[src/rtl/count_monitor.sv]
// Monitors a free-running up-counter: acquires lock after LOCK_LEN consecutive
// +1 steps, then flags sequence breaks (err) and clean wraps (wrap) with tallies.
module count_monitor #(
  parameter int N        = 2,
  parameter int LOCK_LEN = 4,
  parameter int ERR_W    = 8
) (
  input  logic             clk,
  input  logic             rst,
  input  logic             en,
  input  logic [N-1:0]     cnt_in,
  output logic             locked,
  output logic             err,
  output logic             wrap,
  output logic [ERR_W-1:0] err_count,
  output logic [ERR_W-1:0] wrap_count
);

  typedef enum logic [1:0] {
    ST_EMPTY = 2'd0,
    ST_ACQ   = 2'd1,
    ST_LOCK  = 2'd2
  } state_t;

  state_t             state_q, state_d;
  logic [N-1:0]       prev_q, prev_d;
  logic [3:0]         run_q, run_d;
  logic               locked_q, locked_d;
  logic               err_q, err_d;
  logic               wrap_q, wrap_d;
  logic [ERR_W-1:0]   err_count_q, err_count_d;
  logic [ERR_W-1:0]   wrap_count_q, wrap_count_d;

  logic [N-1:0]       prev_inc;
  logic [3:0]         run_inc;
  logic               match;

  function automatic logic [ERR_W-1:0] sat_inc(input logic [ERR_W-1:0] v);
    return (v == {ERR_W{1'b1}}) ? v : v + ERR_W'(1);
  endfunction

  // Expected next value wraps naturally in N bits, so 2^N-1 -> 0 is a match.
  assign prev_inc = prev_q + N'(1);
  assign run_inc  = run_q + 4'd1;
  assign match    = (cnt_in == prev_inc);

  always_comb begin
    state_d      = state_q;
    prev_d       = prev_q;
    run_d        = run_q;
    err_d        = 1'b0;
    wrap_d       = 1'b0;
    err_count_d  = err_count_q;
    wrap_count_d = wrap_count_q;
    if (en) begin
      prev_d = cnt_in;
      unique case (state_q)
        ST_EMPTY: begin
          run_d   = 4'd0;
          state_d = ST_ACQ;
        end
        ST_ACQ: begin
          if (match) begin
            run_d = run_inc;
            if (run_inc == 4'(LOCK_LEN)) state_d = ST_LOCK;
          end else begin
            run_d = 4'd0;
          end
        end
        ST_LOCK: begin
          if (match) begin
            if (cnt_in == '0) begin
              wrap_d       = 1'b1;
              wrap_count_d = wrap_count_q + ERR_W'(1);
            end
          end else begin
            err_d       = 1'b1;
            err_count_d = sat_inc(err_count_q);
            run_d       = 4'd0;
            state_d     = ST_ACQ;
          end
        end
        default: state_d = ST_EMPTY;
      endcase
    end
    locked_d = (state_d == ST_LOCK);
  end

  always_ff @(posedge clk) begin
    if (rst) begin
      state_q      <= ST_EMPTY;
      prev_q       <= '0;
      run_q        <= 4'd0;
      locked_q     <= 1'b0;
      err_q        <= 1'b0;
      wrap_q       <= 1'b0;
      err_count_q  <= '0;
      wrap_count_q <= '0;
    end else begin
      state_q      <= state_d;
      prev_q       <= prev_d;
      run_q        <= run_d;
      locked_q     <= locked_d;
      err_q        <= err_d;
      wrap_q       <= wrap_d;
      err_count_q  <= err_count_d;
      wrap_count_q <= wrap_count_d;
    end
  end

  assign locked     = locked_q;
  assign err        = err_q;
  assign wrap       = wrap_q;
  assign err_count  = err_count_q;
  assign wrap_count = wrap_count_q;

endmodule

[config.mk]
export PLATFORM = sky130hd
export DESIGN_NAME = count_monitor
export DESIGN_NICKNAME = d
export VERILOG_FILES = /design/src/rtl/count_monitor.sv
export SDC_FILE = /design/constraint.sdc
export NUM_CORES = 1
export LEC_CHECK = 0
export ABC_AREA = 1
export CORE_MARGIN = 10
export CORE_UTILIZATION = 45
export CTS_CLUSTER_DIAMETER = 100
export DETAILED_ROUTE_END_ITERATION = 6
export PLACE_DENSITY_LB_ADDON = 0.05
export SLEW_MARGIN = 15
export SYNTH_ARGS = -nofsm -noshare
export SYNTH_HDL_FRONTEND = slang
export SYNTH_SLANG_ARGS = --single-unit
export TNS_END_PERCENT = 5
[constraint.sdc]
create_clock -name clk -period 2.85 [get_ports clk]
set_clock_uncertainty 0.2 [all_clocks]
set_input_delay 0.4275 -clock clk [delete_from_list [all_inputs] [get_ports clk]]
set_output_delay 0.4275 -clock clk [all_outputs]
set_load 0.01 [all_outputs]
# Yosys cells after proc, flatten, opt, wreduce, memory -nomap -nowiden
# Index checks and enable logic that the tools add are counted.
[word_totals]
reg_bits = 27
in_bits = 5
output_inout_bits = 19
wordCells = 41
[classes]
n_addsub = 4
eq_ne = 7
mux = 10
bitwise = 4
reduce_logical = 8
[op_table]
columns = ["cell", "n"]
rows = [
  ["$add 8x1->8 const B", 2],
  ["$pmux 4 s3", 1],
  ["$eq 8x8->1 const B", 1],
  ["$mux 2", 4],
  ["$mux 4", 2],
  ["$reduce_and 4->1", 2],
  ["$pmux 2 s3", 1],
  ["$add 4x1->4 const B", 1],
  ["$eq 2x2->1 const B", 2],
  ["$eq 4x3->1 const B", 1],
  ["$logic_not 2->1", 2],
  ["$not 1->1", 4],
  ["$reduce_or 4->1", 1],
  ["$reduce_and 3->1", 1],
  ["$reduce_bool 3->1", 1],
  ["$reduce_or 3->1", 1],
  ["$add 2x1->2 const B", 1],
  ["$eq 2x1->1 const B", 1],
  ["$eq 2x2->1", 1],
  ["$mux 1", 2],
  ["$ne 2x2->1 const B", 1],
]

# Depth between registers and ports, before layout
[logic_depth]
depth_word = 7
mapped_depth = 11
mapped_depth_nobuf = 11

# Worst setup path before layout
# OpenSTA, ideal clock, no wires.
[synth_path]
path_kind = "flip-flop to flip-flop"
from = "register err_count_q[0], in the netlist err_count[0]"
to = "register err_count_q[6], in the netlist err_count[6]"
setup_time_ns = 0.068
arrival_ns = 1.302
t_required_ns = 2.582
setup_slack_ns = 1.280
stages_incl_launch_ff = 9
path_buffers = 0
period_less_slack_ns = 1.570
cell_sequence = "dfxtp_1 ha_1 nand2_1 inv_1 nand3_2 nand3b_4 nand2_4 nand2_1 a21oi_2"
[synth_between]
elab_chain_len = 3
elab_cells_between_ends = 4
classes_between = "add/sub (1); eq/ne (1); bitwise (1); reduce/logical (1)"
[synth_rtl]
columns = ["element", "line", "text"]
rows = [
  ["start: declaration", "31", "logic [ERR_W-1:0] err_count_q, err_count_d;"],
  ["start signal: assignment", "106", "err_count_q <= err_count_d;"],
  ["parallel branches: the longest is 3 deep, another holds $add 8x1->8", "--", ""],
]
# Several ways; the timed one is not identified.
# A chain may end at the register's enable or synchronous reset.

# Worst setup path after layout
[layout_path]
from = "input cnt_in[1]"
to = "register wrap_count_q[1], in the netlist wrap_count[1]"
[layout_between]
elab_chain_len = 2
elab_cells_between_ends = 3
classes_between = "eq/ne (1); reduce/logical (2)"
[layout_rtl]
columns = ["element", "line", "text"]
rows = [
  ["start: declaration", "11", "input logic [N-1:0] cnt_in,"],
  ["$eq 2x2->1 or $logic_not 2->1 (tied branches)", "45, 72", ""],
  ["$reduce_and 4->1 (no line) (*)", "--", ""],
  ["end signal: assignment", "107", "wrap_count_q <= wrap_count_d;"],
  ["end: declaration", "32", "logic [ERR_W-1:0] wrap_count_q, wrap_count_d;"],
]
# Mark *: on every way between the ends. The rest lies on a longest branch, timed or not.

==> flow_summary.toml <==
[status]
status = "completed"

[clock_tree]
postCtsSetupBuffers = 0
cts_resized = 0
clkTransAtPathRegs_ps = 140
cts_buffers = 3
cts-root-buf = "clkbuf_4"
cts_tree = "yes"
cts.path.max_buffers = 2
clock-sinks = 27
postCtsHoldBufs = 0
clk-insertion-delay-late_ps = 320
htreeDepth = 1

[die]
die_area_um2 = 5870
die_h_um = 76.6
die_w_um = 76.6
core_area_um2 = 3050
num_rows = 20
initial_utilization_pct = 47.3
pin_count = 24

[power]
p_leak_uw = 0.000752
irDropWorstVdd_mv = 0.251
clkPwrFrac_pct = 26.9
combPwrFrac_pct = 8.4
powerDensity_nw_per_um2 = 344
switchingPower_uw = 147
seqPwrFrac_pct = 64.7
switching_share_pct = 24.5
p_int_uw = 453
power.total_uw = 601

[global_route]
use_met2_pct = 18.1
grt_use_total_pct = 10.8
grt_busiest_layer = "met2"
grt_pass1_vias = 1292
met1_usage_pct = 12.8
gr-total-overflow = 0
antenna_found_initial = 0
grt_use_met3_pct = 3.30
grt_pass1_wl_um = 5600
grt_max_degree = 19

[cells_and_area]
final_cell_mix = "62 x nand2_1, 27 x dfxtp_1, 23 x clkdlybuf4s50_1"
drive_above_1_share_pct = 8.23
final_nets = 241
mostFrequentLayoutCell = "nand2_1"
area_growth_pct = 21.2
diodes = 0

[synthesis]
ys_ff_latch = 27
synth_nets = 215
netlist_area_um2 = 1440
synthCells = 206
yosysSeqAreaShare_pct = 37.5
yosys_warnings = 0
synth_edf_count = 0
synth.distinct_cells = 26
synthFlopType = "dfxtp_1"
synthArstFlopShare_pct = 0
synth.avg_cell_area_um2 = 7.00

[route]
drc = 0
drtAntennaViolNets = 0
vias = 1317
drtIter0Drc = 75
first_pass_iters = 4
wire_per_inst_um = 11.1
viasPerCell = 4.79
routed_wl_um = 3070

[sta]
min_period_over_period_pct = 72.6
max_freq_mhz = 484
period_needed_ps = 2070
finalMaxSlewViolations = 0
worstMarginPinSlew_ps = 587
finalSetupViolCount = 0
rsz0062_at_grt = "false"
slew_headroom_pct = 60.7
fin_setup_tns_ps = 0
hold_viol_final = 0

[placed_design]
gp_congestion = 0.800
dp_hpwl_um = 2390
portBuffers = 23

[critical_path]
cp_max_fo = 11
crit_type = "in -> reg"
r2r-start = "state_q[1]"
cp-end-kind = "flop"
start_kind = "input port"
worstPathRequired_ps = 2880
critPathLaunch = "cnt_in[1]"
critPathArrivalTime_ps = 2090

[min_path]
hold_class = "reg -> reg"
hold_path_startpoint = "prev_q[1]"

[flow_run]
max_cap_viol_count = 0
==> metrics by stage <==
stage	cells	cell area, um^2	setup slack (ps)	hold slack [ps]	util, %
after floorplan	206	1440	1280	259	-
after CTS	275	1750	783	302	57.3
after detailed placement	271	1720	454	281	56.4
after global routing	275	1750	598	341	57.3
after global placement	271	1720	533	273	56.4
final	275	1750	782	302	57.3
==> Yosys cell counts (2+ instances only) <==
master,n,area share [%]
dfxtp_1,27,37
o21ai_0,4,1.4
nor2_1,19,4.9
buf_2,2,0.69
nand3_1,16,5.6
xor2_1,7,4.2
nor3_1,2,0.69
inv_1,22,5.7
nand4_1,5,2.2
ha_1,4,3.5
a21oi_2,6,3.6
xnor2_1,3,1.8
inv_2,2,0.52
nand2_1,62,16
a21oi_1,14,4.9
==> power by group through the flow <==
stage	sequential (uW)	clock, uW	combinational [uW]
global placement	397	0	48.6
global route	391	185	58.2
finish	389	161	50.5
CTS	389	173	50.9
detailed placement	397	0	50.9
floorplan	396	0	35.8
==> path summary, 6_finish.rpt <==
check,to,slack (ps),depth (start not counted)
setup / recovery,wrap_count[1],780,8
hold / removal,prev_q[1],300,2
setup reg to reg,wrap_count[1],1010,5
hold reg to reg,prev_q[1],300,2
==> critical path: stages <==
cell	delay [ps]
clkdlybuf4s50_1	500
inv_2	50
nand2_2	70
nand4_1	110
nor3_2	470
inv_1	260
nor2_1	150
nor2_1	50
==> final cells by class <==
class                           instances  area [um^2]
Multi-Input combinational cell        151          795
Timing Repair Buffer                   24          238
Clock inverter                          1         5.00
Fill cell                             317         1300
Inverter                               25         93.8
Clock buffer                            3         22.5
Tap cell                               44         55.1
Sequential cell                        27          541
==> state kept, by name, indices dropped and copies added, names as in the netlist <==
register	count
state_q	2
locked	1
prev_q	2
run_q	4
err_count	8
wrap_count	8
wrap	1
err	1
==> metal layers <==
| layer | share of wire, % | wire length (um) |
|---|---|---|
| met1 | 47 | 1450 |
| met2 | 47 | 1440 |
| met3 | 5.2 | 158 |
| met4 | 0.59 | 18 |
| met5 | 0 | 0 |
==> logic make-up after synthesis <==
group	Yosys count	synth area share, %
fa+ha+maj	4	3.47
compound gates	24	9.89
flops	27	37.5
buf+inv	28	7.46
xor+xnor	10	6.07
simple gates	113	35.6
No activity file was read; power rests on OpenSTA's default activity.
